File: src/rtl/fixed_sqrt.sv
// Iterative restoring fixed-point square root, one root bit per cycle.
// Define FIXED_SQRT_SEED_EN to start at the seeded top bit instead of ROOT_W-1.
module fixed_sqrt #(
    parameter int unsigned WIDTH = 12,
    parameter int unsigned FRAC  = 4,
    localparam int unsigned ROOT_W = (WIDTH + FRAC) / 2
) (
    input  logic              clk,
    input  logic              rst_,
    input  logic              start,
    input  logic [WIDTH-1:0]  radicand,
    input  logic [5:0]        seed_loc,
    output logic              busy,
    output logic              valid,
    output logic [ROOT_W-1:0] root,
    output logic              exact
);

    localparam int unsigned R_W = WIDTH + FRAC;
    localparam int unsigned T_W = R_W + 1;
    localparam int unsigned B_W = (ROOT_W > 1) ? $clog2(ROOT_W) : 1;
    localparam int unsigned IW  = (WIDTH - FRAC) / 2;

    typedef enum logic [1:0] {IDLE, CALC, DONE} state_t;

    state_t            state_q, state_d;
    logic [R_W-1:0]    r_q, r_d;
    logic [ROOT_W-1:0] acc_q, acc_d;
    logic [R_W-1:0]    sq_q, sq_d;
    logic [B_W-1:0]    b_q, b_d;
    logic              busy_d, valid_d, exact_d;
    logic [ROOT_W-1:0] root_d;
    logic [ROOT_W-1:0] trial;
    logic [T_W-1:0]    trial_sq;
    logic [B_W-1:0]    b_init;
    logic              unused_seed;

`ifdef FIXED_SQRT_SEED_EN
    int unsigned seed_k;

    // Leading root bits above FRAC+k are known zero, so skip them.
    always_comb begin
        seed_k = 32'(seed_loc[5:4]);
        if (seed_k > IW - 1) begin
            seed_k = IW - 1;
        end
        b_init = B_W'(FRAC + seed_k);
    end
    assign unused_seed = ^seed_loc[3:0];
`else
    assign b_init      = B_W'(ROOT_W - 1);
    assign unused_seed = ^seed_loc;
`endif

    // trial^2 = acc^2 + acc*2^(b+1) + 2^(2b); acc has no bits at or below b.
    always_comb begin
        state_d  = state_q;
        r_d      = r_q;
        acc_d    = acc_q;
        sq_d     = sq_q;
        b_d      = b_q;
        root_d   = root;
        exact_d  = exact;
        trial    = acc_q | (ROOT_W'(1) << b_q);
        trial_sq = T_W'(sq_q) + (T_W'({acc_q, 1'b0}) << b_q) + (T_W'(1) << {b_q, 1'b0});

        case (state_q)
            IDLE: begin
                if (start) begin
                    state_d = CALC;
                    r_d     = R_W'({radicand, {FRAC{1'b0}}});
                    acc_d   = '0;
                    sq_d    = '0;
                    b_d     = b_init;
                end
            end
            CALC: begin
                if (trial_sq <= T_W'(r_q)) begin
                    acc_d = trial;
                    sq_d  = R_W'(trial_sq);
                end
                if (b_q == '0) begin
                    state_d = DONE;
                    root_d  = acc_d;
                    exact_d = (sq_d == r_q);
                end else begin
                    b_d = b_q - B_W'(1);
                end
            end
            DONE: begin
                state_d = IDLE;
            end
            default: begin
                state_d = IDLE;
            end
        endcase

        busy_d  = (state_d != IDLE);
        valid_d = (state_d == DONE);
    end

    always_ff @(posedge clk) begin
        if (rst_) begin
            state_q <= IDLE;
            r_q     <= '0;
            acc_q   <= '0;
            sq_q    <= '0;
            b_q     <= '0;
            busy    <= 1'b0;
            valid   <= 1'b0;
            root    <= '0;
            exact   <= 1'b0;
        end else begin
            state_q <= state_d;
            r_q     <= r_d;
            acc_q   <= acc_d;
            sq_q    <= sq_d;
            b_q     <= b_d;
            busy    <= busy_d;
            valid   <= valid_d;
            root    <= root_d;
            exact   <= exact_d;
        end
    end

endmodule

File: config.mk
export PLATFORM = sky130hd
export DESIGN_NAME = fixed_sqrt
export DESIGN_NICKNAME = d
export VERILOG_FILES = /design/src/rtl/fixed_sqrt.sv
export SDC_FILE = /design/constraint.sdc
export NUM_CORES = 1
export LEC_CHECK = 0
export CAP_MARGIN = 20
export CORE_MARGIN = 2
export CORE_UTILIZATION = 45
export CTS_CLUSTER_SIZE = 30
export DETAILED_ROUTE_END_ITERATION = 10
export PLACE_DENSITY = 0.74
export SLEW_MARGIN = 20
export SYNTH_ARGS = -nofsm -noshare
export SYNTH_HDL_FRONTEND = slang
export SYNTH_SLANG_ARGS = --single-unit
File: constraint.sdc
create_clock -name clk -period 6.75 [get_ports clk]
set_input_delay 0.675 -clock clk [delete_from_list [all_inputs] [get_ports clk]]
set_output_delay 0.675 -clock clk [all_outputs]
set_load 0.01 [all_outputs]
=== Word level (Yosys, flattened, before mapping) ===
Index checks and enable logic that the tools add are counted.
W data, S select, Z words.

* Add/sub/neg operators: 3
* $mul: 0
* Div/mod/pow operators: 0
* Magnitude comparators: 1
* Eq/ne operators: 5
* Shift operators: 3
* Muxes and demuxes: 13
* Bitwise logic cells: 1
* Reduce and logical (&&, ||, !) cells: 8

{| class="wikitable"
|+ Operator list
! cell !! count
|-
| $mux W16 || 3
|-
| $pmux W16 S2 || 1
|-
| $add A16 B17 Y17 || 1
|-
| $add A17 B17 Y17 || 1
|-
| $le A17 B16 Y1 || 1
|-
| $shl A1 B4 Y17 const A || 1
|-
| $shl A9 B3 Y17 || 1
|-
| $eq A16 B16 Y1 || 1
|-
| $mux W8 || 2
|-
| $pmux W8 S2 || 1
|-
| $or A8 B8 Y8 || 1
|-
| $shl A1 B3 Y8 const A || 1
|-
| $mux W3 || 2
|-
| $pmux W3 S2 || 1
|-
| $reduce_and A2 Y1 || 3
|-
| $mux W2 || 2
|-
| $ne A2 B2 Y1 const B || 2
|-
| $pmux W2 S2 || 1
|-
| $reduce_bool A2 Y1 || 2
|-
| $logic_not A3 Y1 || 1
|-
| $reduce_and A3 Y1 || 1
|-
| $sub A3 B1 Y3 const B || 1
|-
| $eq A2 B1 Y1 const B || 1
|-
| $eq A2 B2 Y1 const B || 1
|-
| $logic_not A2 Y1 || 1
|}

* Flip-flop bits (word level): 52
* Bits in latches: 0
* Memory bits (writable): 0
* Bits in read-only memories: 0
* Bits of input ports: 21
* Output and inout port bits: 11
* Logic and storage cells: 43
* Memories kept: 0

=== Depth between registers and ports, before layout ===
Gate-level depths: netlist (run 1).

* Word-level depth: 7
* Mapped depth: 27
* Depth with buffers taken out: 24

=== Worst setup path after synthesis (run 1) ===
Ideal clock, no wire load.

* Path kind: reg2reg
* Start: register b_q[1]
* End: register exact
* Library setup time: 116 ps
* Arrival: 5351 ps
* Data required time: 6634 ps
* Slack: 1283 ps
* Stages on the path, launching flop included: 23
* Path buffers: 1
* Period minus slack after synthesis: 5467 ps
* Cells stage by stage: dfxtp_1 > buf_1 > inv_1 > ha_1 > nor2b_1 > fa_1 > fa_1 > a211oi_1 > o21bai_1 > a211o_1 > a21o_1 > a21oi_1 > xor2_1 > inv_1 > ha_1 > a2111o_1 > a21oi_1 > a221oi_2 > a21oi_4 > mux2_1 > o221ai_1 > nor4_2 > a31o_1

* Cells in the longest elaborated chain, start to end: 7
* Elaborated cells on any way between the ends: 10
* Classes of those cells: add/sub: 2; order compare: 1; eq/ne: 1; shift: 2; mux: 2; reduce/logical: 2

{| class="wikitable"
|+ Ends and longest elaborated chain
! item !! RTL line !! source
|-
| from (decl) || 30 || <nowiki>logic [B_W-1:0] b_q, b_d;</nowiki>
|-
| from (signal assigned) || 108 || <nowiki>b_q <= '0;</nowiki>
|-
| from (signal assigned) || 118 || <nowiki>b_q <= b_d;</nowiki>
|-
| $shl A9 B3 Y17 || 65 || <nowiki>trial_sq = T_W'(sq_q) + (T_W'({acc_q, 1'b0}) << b_q) + (T_W'(1) << {b_q, 1'b0});</nowiki>
|-
| $add A16 B17 Y17 || 65 ||
|-
| $add A17 B17 Y17 || 65 ||
|-
| $le A17 B16 Y1 || 78 || <nowiki>if (trial_sq <= T_W'(r_q)) begin</nowiki>
|-
| $mux W16 || 78 ||
|-
| $mux W16 || 67 || <nowiki>case (state_q)</nowiki>
|-
| $eq A16 B16 Y1 || 85 || <nowiki>exact_d = (sq_d == r_q);</nowiki>
|-
| to (signal assigned) || 122 || <nowiki>exact <= exact_d;</nowiki>
|-
| to (decl) || 16 || <nowiki>output logic exact</nowiki>
|}

Several ways; a longest one is shown, not always the timed one. The select of a mux whose other input is x is not followed.
A chain may end at the register's enable or synchronous reset.

=== Worst setup path after layout (run 1) ===
* Start: register b_q[0]
* End: register exact

The elaborated chain is that of the path after synthesis.

==> impl_metrics.env, run 1 <==
export IMPL_async_reset_ff_share_pct=0
export IMPL_syn_avg_cell_area_um2=8.02
export IMPL_layout_drive_gt1_share_pct=5.69
export IMPL_clock_tree_htree_level_count=2
export IMPL_clk_latency_ns=0.32
export IMPL_final_setup_tns_ns=0
export IMPL_pin_count_of_the_biggest_net_entering_global_routing=53
export IMPL_max_ir_drop_vdd_v=0.000169
export IMPL_layout_cell_area_non_filler_um2=4410
export IMPL_route_antenna_remaining_nets=0
export IMPL_die_h_um=97.8
export IMPL_drt_iter0_drc=292
export IMPL_synth_enable_flop_cells=0
export IMPL_die_x_um=97.8
export IMPL_finalNetCount=579
export IMPL_netlist_cell_type_count=63
export IMPL_critical_path_required_ns=6.97
export IMPL_maxSlewViolCount=0
export IMPL_detailroute_via_count=3655
export IMPL_cts_max_path_buffers=2
export IMPL_finalWirelength_um=10300
export IMPL_floorplan_io_pins=32
export IMPL_worst_slew_pin_slew_ns=0.968
export IMPL_placed_cells_incl_taps=610
export IMPL_category_of_the_most_critical_setup_path="flip-flop to flip-flop"
export IMPL_start_util_pct=45.9
export IMPL_max_slew_margin_pct=35.5
export IMPL_utilization_pct=51.0
export IMPL_yosysWarnings=0
export IMPL_synth_top_area_cell="sky130_fd_sc_hd__dfxtp_1"
export IMPL_power_combinational_fraction_pct=49.0
export IMPL_synthToLayoutAreaGrowth_pct=11.2
export IMPL_yosys_most_used_dff="sky130_fd_sc_hd__dfxtp_1"
export IMPL_post_synth_inst_count=494
export IMPL_place_ws_ns=0.651
export IMPL_dpl_hpwl_um=7910
export IMPL_grt_first_pass_wirelength_um=16700
export IMPL_ranking_of_synthesized_cells_by_area="sky130_fd_sc_hd__dfxtp_1 26%, sky130_fd_sc_hd__ha_1 13%, sky130_fd_sc_hd__nand2_1 5.7%"
export IMPL_timing_clock_skew_ns=0.00816
export IMPL_clk_root_buffer_cell="sky130_fd_sc_hd__clkbuf_8"
export IMPL_tritoncts_num_buffers=5
export IMPL_number_of_global_route_vias_before_repair=3420
export IMPL_switchingPower_uw=481
export IMPL_fmaxAchievable_mhz=162
export IMPL_cts_resized=0
export IMPL_worstPathMaxFanout=19
export IMPL_buffer_ports_inserted=25
export IMPL_clock_tree_from_tritoncts="yes"
export IMPL_grt_setup_unrepaired="no"
export IMPL_global_route_total_usage_across_every_layer_pct=21.4
export IMPL_number_of_antenna_violations_at_the_first_check_in_global_routing=0
export IMPL_postSynthNetCount=564
export IMPL_data_arrival_time_of_the_worst_path_ns=6.40
export IMPL_status="completed"
export IMPL_r2r_worst_path_cells=23
export IMPL_hold_path_class="flip-flop to flip-flop"
export IMPL_cts_sinks=52
export IMPL_routed_wire_per_std_cell_um=16.7
export IMPL_power_density_nw_per_um2=259
export IMPL_hold_viol_final=0
export IMPL_power_sequential_fraction_pct=31.1
export IMPL_yosys_register_bits=52
export IMPL_global_route_overflow_total=0
export IMPL_internal_power_uw=662
export IMPL_die_area_um2=9570
export IMPL_drc=0
export IMPL_period_share_pct=91.5
export IMPL_yosys_area_top_type_share_pct=26.3
export IMPL_postPlaceCellArea_um2=4290
export IMPL_layout_setup_ws_ns=0.576
export IMPL_power_switching_share_pct=42.1
export IMPL_power_share_clock_pct=19.9
export IMPL_firstDrtPassIters=5
export IMPL_post_cts_repair_setup_buffers=0
export IMPL_place_congestion=0.907
export IMPL_cts_hold_fix_buffers=0
export IMPL_clock_transition_at_path_regs_ns=0.10
export IMPL_avgViaCountPerCell=5.91
export IMPL_num_rows=34
export IMPL_design_core_area_um2=8640
export IMPL_hold_depth=2
export IMPL_period_needed_ns=6.17
export IMPL_n_antenna_cell=0
export IMPL_endpoint_kind="flip-flop"
export IMPL_drv_cap=0
export IMPL_final_cell_count_no_fill=618
export IMPL_synth_cell_area_um2=3960
export IMPL_seq_area_frac_synth_pct=26.3
export IMPL_crit_path_start_kind="flip-flop"
export IMPL_finalSetupViolations=0
export IMPL_cellLeakagePower_uw=0.00187
==> per-layer routing <==
| metal | routed length (um) | global-route usage (%) |
|---|---|---|
| met1 | 4610 | 28.3 |
| met2 | 4930 | 35.5 |
| met3 | 506 | 3.36 |
| met4 | 281 | 8.01 |
| met5 | 0 | 0 |
==> path summary, 6_finish.rpt <==
check	start	end	slack (ns)
max	b_q[0]	exact	0.58
min	root[6]	root[6]	0.46
max reg2reg	b_q[0]	exact	0.58
min reg2reg	root[6]	root[6]	0.46
==> logic make-up after synthesis <==
kind of cell	after synthesis	share of synthesized area, %
DFF	52	26.3
buffers and inverters	53	5.24
and+or+nand+nor	175	20.2
AOI/OAI and AO/OA	126	22.0
xor gates and xnor gates	27	6.16
adders and majority gates	49	17.0
muxes	12	3.16
==> per-stage QoR <==
step | hold slack [ns] | total power [uW]
after floorplan | 0.449 | 773
after global placement | 0.446 | 897
after detailed placement | 0.451 | 906
after CTS | 0.467 | 1140
after global routing | 0.493 | 1210
final | 0.464 | 1140
==> worst max-delay path, stage by stage (launching register included) <==
cell and delay [ns]:
sky130_fd_sc_hd__dfxtp_1 0.32, sky130_fd_sc_hd__buf_4 0.21, sky130_fd_sc_hd__clkinv_1 0.29, sky130_fd_sc_hd__ha_1 0.36, sky130_fd_sc_hd__nor2b_1 0.22, sky130_fd_sc_hd__ha_1 0.24, sky130_fd_sc_hd__ha_1 0.24, sky130_fd_sc_hd__fa_1 0.42
sky130_fd_sc_hd__a211oi_1 0.28, sky130_fd_sc_hd__o21bai_1 0.19, sky130_fd_sc_hd__a211o_1 0.34, sky130_fd_sc_hd__a21o_1 0.19, sky130_fd_sc_hd__a21oi_1 0.17, sky130_fd_sc_hd__xor2_1 0.31, sky130_fd_sc_hd__inv_1 0.11, sky130_fd_sc_hd__ha_1 0.21
sky130_fd_sc_hd__a2111o_1 0.36, sky130_fd_sc_hd__a21oi_1 0.16, sky130_fd_sc_hd__a221oi_2 0.14, sky130_fd_sc_hd__a21oi_4 0.46, sky130_fd_sc_hd__mux2_1 0.37, sky130_fd_sc_hd__o221ai_1 0.21, sky130_fd_sc_hd__nor4_2 0.07, sky130_fd_sc_hd__a31o_1 0.21
==> power groups by stage <==
| stage | registers, uW | clock network (uW) | logic [uW] |
|---|---|---|---|
| after floorplan | 355 | 0 | 418 |
| after global placement | 360 | 0 | 537 |
| after detailed placement | 361 | 0 | 545 |
| after CTS | 355 | 231 | 550 |
| after global routing | 358 | 241 | 611 |
| final | 355 | 228 | 560 |
==> layout by cell type, fill, tap and decap left out, types with 6 or more instances in the layout <==
cell type	synthesis	routed
sky130_fd_sc_hd__nand3_1	6	6
sky130_fd_sc_hd__a32oi_1	8	8
sky130_fd_sc_hd__mux2i_1	8	8
sky130_fd_sc_hd__xnor2_1	18	18
sky130_fd_sc_hd__fa_1	8	8
sky130_fd_sc_hd__nand2_1	60	60
sky130_fd_sc_hd__xor2_1	8	8
sky130_fd_sc_hd__clkdlybuf4s50_1	0	24
sky130_fd_sc_hd__inv_1	28	28
sky130_fd_sc_hd__nor2_1	57	57
sky130_fd_sc_hd__a22oi_1	17	17
sky130_fd_sc_hd__and2_1	10	10
sky130_fd_sc_hd__ha_1	41	41
sky130_fd_sc_hd__buf_4	0	6
sky130_fd_sc_hd__o21ai_0	7	7
sky130_fd_sc_hd__nor3_1	14	14
sky130_fd_sc_hd__a21oi_1	43	43
sky130_fd_sc_hd__dfxtp_1	52	52
sky130_fd_sc_hd__a211oi_1	6	6
==> cells in the mapped netlist (5+ instances only) <==
master	n
sky130_fd_sc_hd__dfxtp_1	52
sky130_fd_sc_hd__nor3_1	14
sky130_fd_sc_hd__xnor2_1	18
sky130_fd_sc_hd__nand3_1	6
sky130_fd_sc_hd__buf_2	7
sky130_fd_sc_hd__nor2_1	57
sky130_fd_sc_hd__ha_1	41
sky130_fd_sc_hd__o22ai_1	5
sky130_fd_sc_hd__a32oi_1	8
sky130_fd_sc_hd__mux2i_1	8
sky130_fd_sc_hd__and2_1	10
sky130_fd_sc_hd__fa_1	8
sky130_fd_sc_hd__a22oi_1	17
sky130_fd_sc_hd__xor2_1	8
sky130_fd_sc_hd__a211oi_1	6
sky130_fd_sc_hd__nand2_1	60
sky130_fd_sc_hd__clkbuf_1	15
sky130_fd_sc_hd__inv_1	28
sky130_fd_sc_hd__o21ai_0	7
sky130_fd_sc_hd__a21oi_1	43
==> cell type report <==
class	count	area, um2
multi-input combinational	389	2710
clock buffer	5	68.8
sequential	52	1040
timing repair buffer	31	290
clock inverter	3	46.3
inverter	30	113
fill	806	4230
tap	108	135
==> state kept, by name (all words and copies together) (netlist names) <==
signal / flops
r_q: 12
exact: 1
b_q: 3
acc_q: 8
busy: 1
sq_q: 16
valid: 1
state_q: 2
root: 8
Note: power is estimated with default switching activity, not from simulation.
==> run 2: changes to the inputs <==
--- a/config.mk
+++ b/config.mk
@@ -10,6 +10,7 @@
 export CORE_UTILIZATION = 45
 export CTS_CLUSTER_SIZE = 30
 export DETAILED_ROUTE_END_ITERATION = 10
+export GPL_TIMING_DRIVEN = 0
 export PLACE_DENSITY = 0.74
 export SLEW_MARGIN = 20
 export SYNTH_ARGS = -nofsm -noshare
==> impl_metrics.env, run 2 (synthesis results as in run 1) <==
export IMPL_status="completed"
export IMPL_tritoncts_num_buffers=5
export IMPL_num_rows=34
export IMPL_maxSlewViolCount=0
export IMPL_cts_sinks=52
export IMPL_cts_resized=0
export IMPL_cts_hold_fix_buffers=0
export IMPL_clock_tree_from_tritoncts="yes"
export IMPL_dpl_hpwl_um=8400
export IMPL_max_slew_margin_pct=54.1
export IMPL_global_route_overflow_total=0
export IMPL_critical_path_buf_inv_count=3
export IMPL_drc=0
export IMPL_grt_setup_unrepaired="no"
export IMPL_design_core_area_um2=8640
export IMPL_category_of_the_most_critical_setup_path="flip-flop to flip-flop"
export IMPL_layout_drive_gt1_share_pct=5.89
export IMPL_pin_count_of_the_biggest_net_entering_global_routing=20
export IMPL_cellLeakagePower_uw=0.00188
export IMPL_timing_clock_skew_ns=0.0128
export IMPL_synthToLayoutAreaGrowth_pct=12.2
export IMPL_power_switching_share_pct=44.5
export IMPL_final_setup_tns_ns=0
export IMPL_clock_tree_htree_level_count=2
export IMPL_cts_max_path_buffers=2
export IMPL_floorplan_io_pins=32
export IMPL_drt_iter0_drc=322
export IMPL_routed_wire_per_std_cell_um=16.8
export IMPL_worst_path_dominant_cell_family="compound AO/OA/AOI/OAI gates"
export IMPL_grt_first_pass_wirelength_um=16700
export IMPL_route_antenna_remaining_nets=0
export IMPL_detailroute_via_count=3749
export IMPL_largestRegisters="sq_q: 16 flops, r_q: 12 flops"
export IMPL_period_share_pct=91.9
export IMPL_buffer_ports_inserted=24
export IMPL_die_x_um=97.8
export IMPL_firstDrtPassIters=5
export IMPL_finalWirelength_um=10700
export IMPL_power_density_nw_per_um2=255
export IMPL_placed_cells_incl_taps=626
export IMPL_switchingPower_uw=504
export IMPL_global_route_total_usage_across_every_layer_pct=21.6
export IMPL_data_arrival_time_of_the_worst_path_ns=6.42
export IMPL_n_fill_cell=818
export IMPL_power_sequential_fraction_pct=31.3
export IMPL_internal_power_uw=629
export IMPL_largest_register="sq_q"
export IMPL_worstPathMaxFanout=10
export IMPL_hold_path_class="flip-flop to flip-flop"
export IMPL_critical_path_required_ns=6.97
export IMPL_clk_root_buffer_cell="sky130_fd_sc_hd__clkbuf_8"
export IMPL_worst_slew_pin_slew_ns=0.677
export IMPL_number_of_global_route_vias_before_repair=3438
export IMPL_mostFrequentLayoutCells="60 x sky130_fd_sc_hd__nand2_1, 57 x sky130_fd_sc_hd__nor2_1, 52 x sky130_fd_sc_hd__dfxtp_1, 43 x sky130_fd_sc_hd__a21oi_1, 41 x sky130_fd_sc_hd__ha_1"
export IMPL_die_h_um=97.8
export IMPL_post_cts_repair_setup_buffers=0
export IMPL_period_needed_ns=6.21
export IMPL_number_of_antenna_violations_at_the_first_check_in_global_routing=0
export IMPL_fmaxAchievable_mhz=161
export IMPL_power_share_clock_pct=18.0
export IMPL_finalNetCount=595
export IMPL_clock_transition_at_path_regs_ns=0.12
export IMPL_place_congestion=0.938
export IMPL_clk_latency_ns=0.32
export IMPL_max_ffs_per_register=16
export IMPL_crit_path_start_kind="flip-flop"
export IMPL_avgViaCountPerCell=5.91
export IMPL_endpoint_kind="flip-flop"
export IMPL_start_util_pct=45.9
export IMPL_critical_path_max_stage_delay_ns=0.51
export IMPL_final_cell_count_no_fill=634
export IMPL_n_antenna_cell=0
export IMPL_die_area_um2=9570
export IMPL_power_combinational_fraction_pct=50.7
export IMPL_cp_cell_sequence="clkbuf_2, inv_1, ha_1, nor2b_1, fa_1, fa_1, a211oi_1, o21bai_1, a211o_1, a21o_1, a21oi_1, xor2_1, inv_1, ha_1, nand4_1, nor4_1, a221oi_2, a21oi_4, mux2_1, o221ai_1, nor4_2, a31o_1"
export IMPL_drv_cap=0
export IMPL_finalSetupViolations=0
export IMPL_hold_viol_final=0
export IMPL_critical_path_slowest_cell="sky130_fd_sc_hd__fa_1"
export IMPL_max_ir_drop_vdd_v=0.000162
export IMPL_mostFrequentLayoutCell="sky130_fd_sc_hd__nand2_1"
-- run 2: cell type report --
type                            count  area, um2  area share [%]
Clock buffer                        5       68.8            1.55
Multi-Input combinational cell    389       2720            61.1
Inverter                           30        113            2.53
Sequential cell                    52       1040            23.4
Tap cell                          108        135            3.04
Clock inverter                      3       33.8           0.760
Timing Repair Buffer               24        240            5.41
Buffer                             23       96.3            2.17
-- run 2: worst reg2reg max path, delay by kind of cell, from the launching register on --
| family | cells | cell delay [ns] |
|---|---|---|
| compound gates | 9 | 2.10 |
| simple gates | 4 | 0.65 |
| mux | 1 | 0.37 |
| fa+ha+maj | 4 | 1.62 |
| xor+xnor | 1 | 0.33 |
| flops | 1 | 0.45 |
| buf+inv | 3 | 0.58 |
-- run 2: power groups by stage --
stage / Sequential, uW / Clock (uW) / Combinational [uW]
2_1_floorplan: 355 / 0 / 418
3_3_place_gp: 360 / 0 / 548
3_5_place_dp: 361 / 0 / 556
4_1_cts: 354 / 205 / 562
5_1_grt: 358 / 214 / 623
6_report: 355 / 204 / 574
-- run 2: path summary, 6_finish.rpt --
kind,slack [ns],to,depth (start not counted),start
min reg2reg,0.46,root[7],2,root[7]
min,0.46,root[7],2,root[7]
max reg2reg,0.54,exact,22,b_q[1]
max,0.54,exact,22,b_q[1]
-- run 2: layer usage --
metal  share of wire, %  routed length [um]  up-vias  global-route usage, %
met5                  0                   0        -                      0
met2                 45                4840      162                   35.8
met1                 43                4620     1747                   29.7
met3                8.8                 942       28                   2.93
li1                   -                   -     1812                      -
met4                2.5                 264        0                   6.09
-- run 2: stage by stage --
stage	area, um2	utilization, %	hold slack (ns)	worst slack, ns	total power [uW]
CTS	4440	51.4	0.464	0.339	1120
finish	4440	51.4	0.463	0.545	1130
detailed placement	4340	50.2	0.448	0.395	917
floorplan	3960	-	0.449	1.28	773
global placement	4340	50.2	0.445	0.397	908
global route	4440	51.4	0.494	0.161	1190
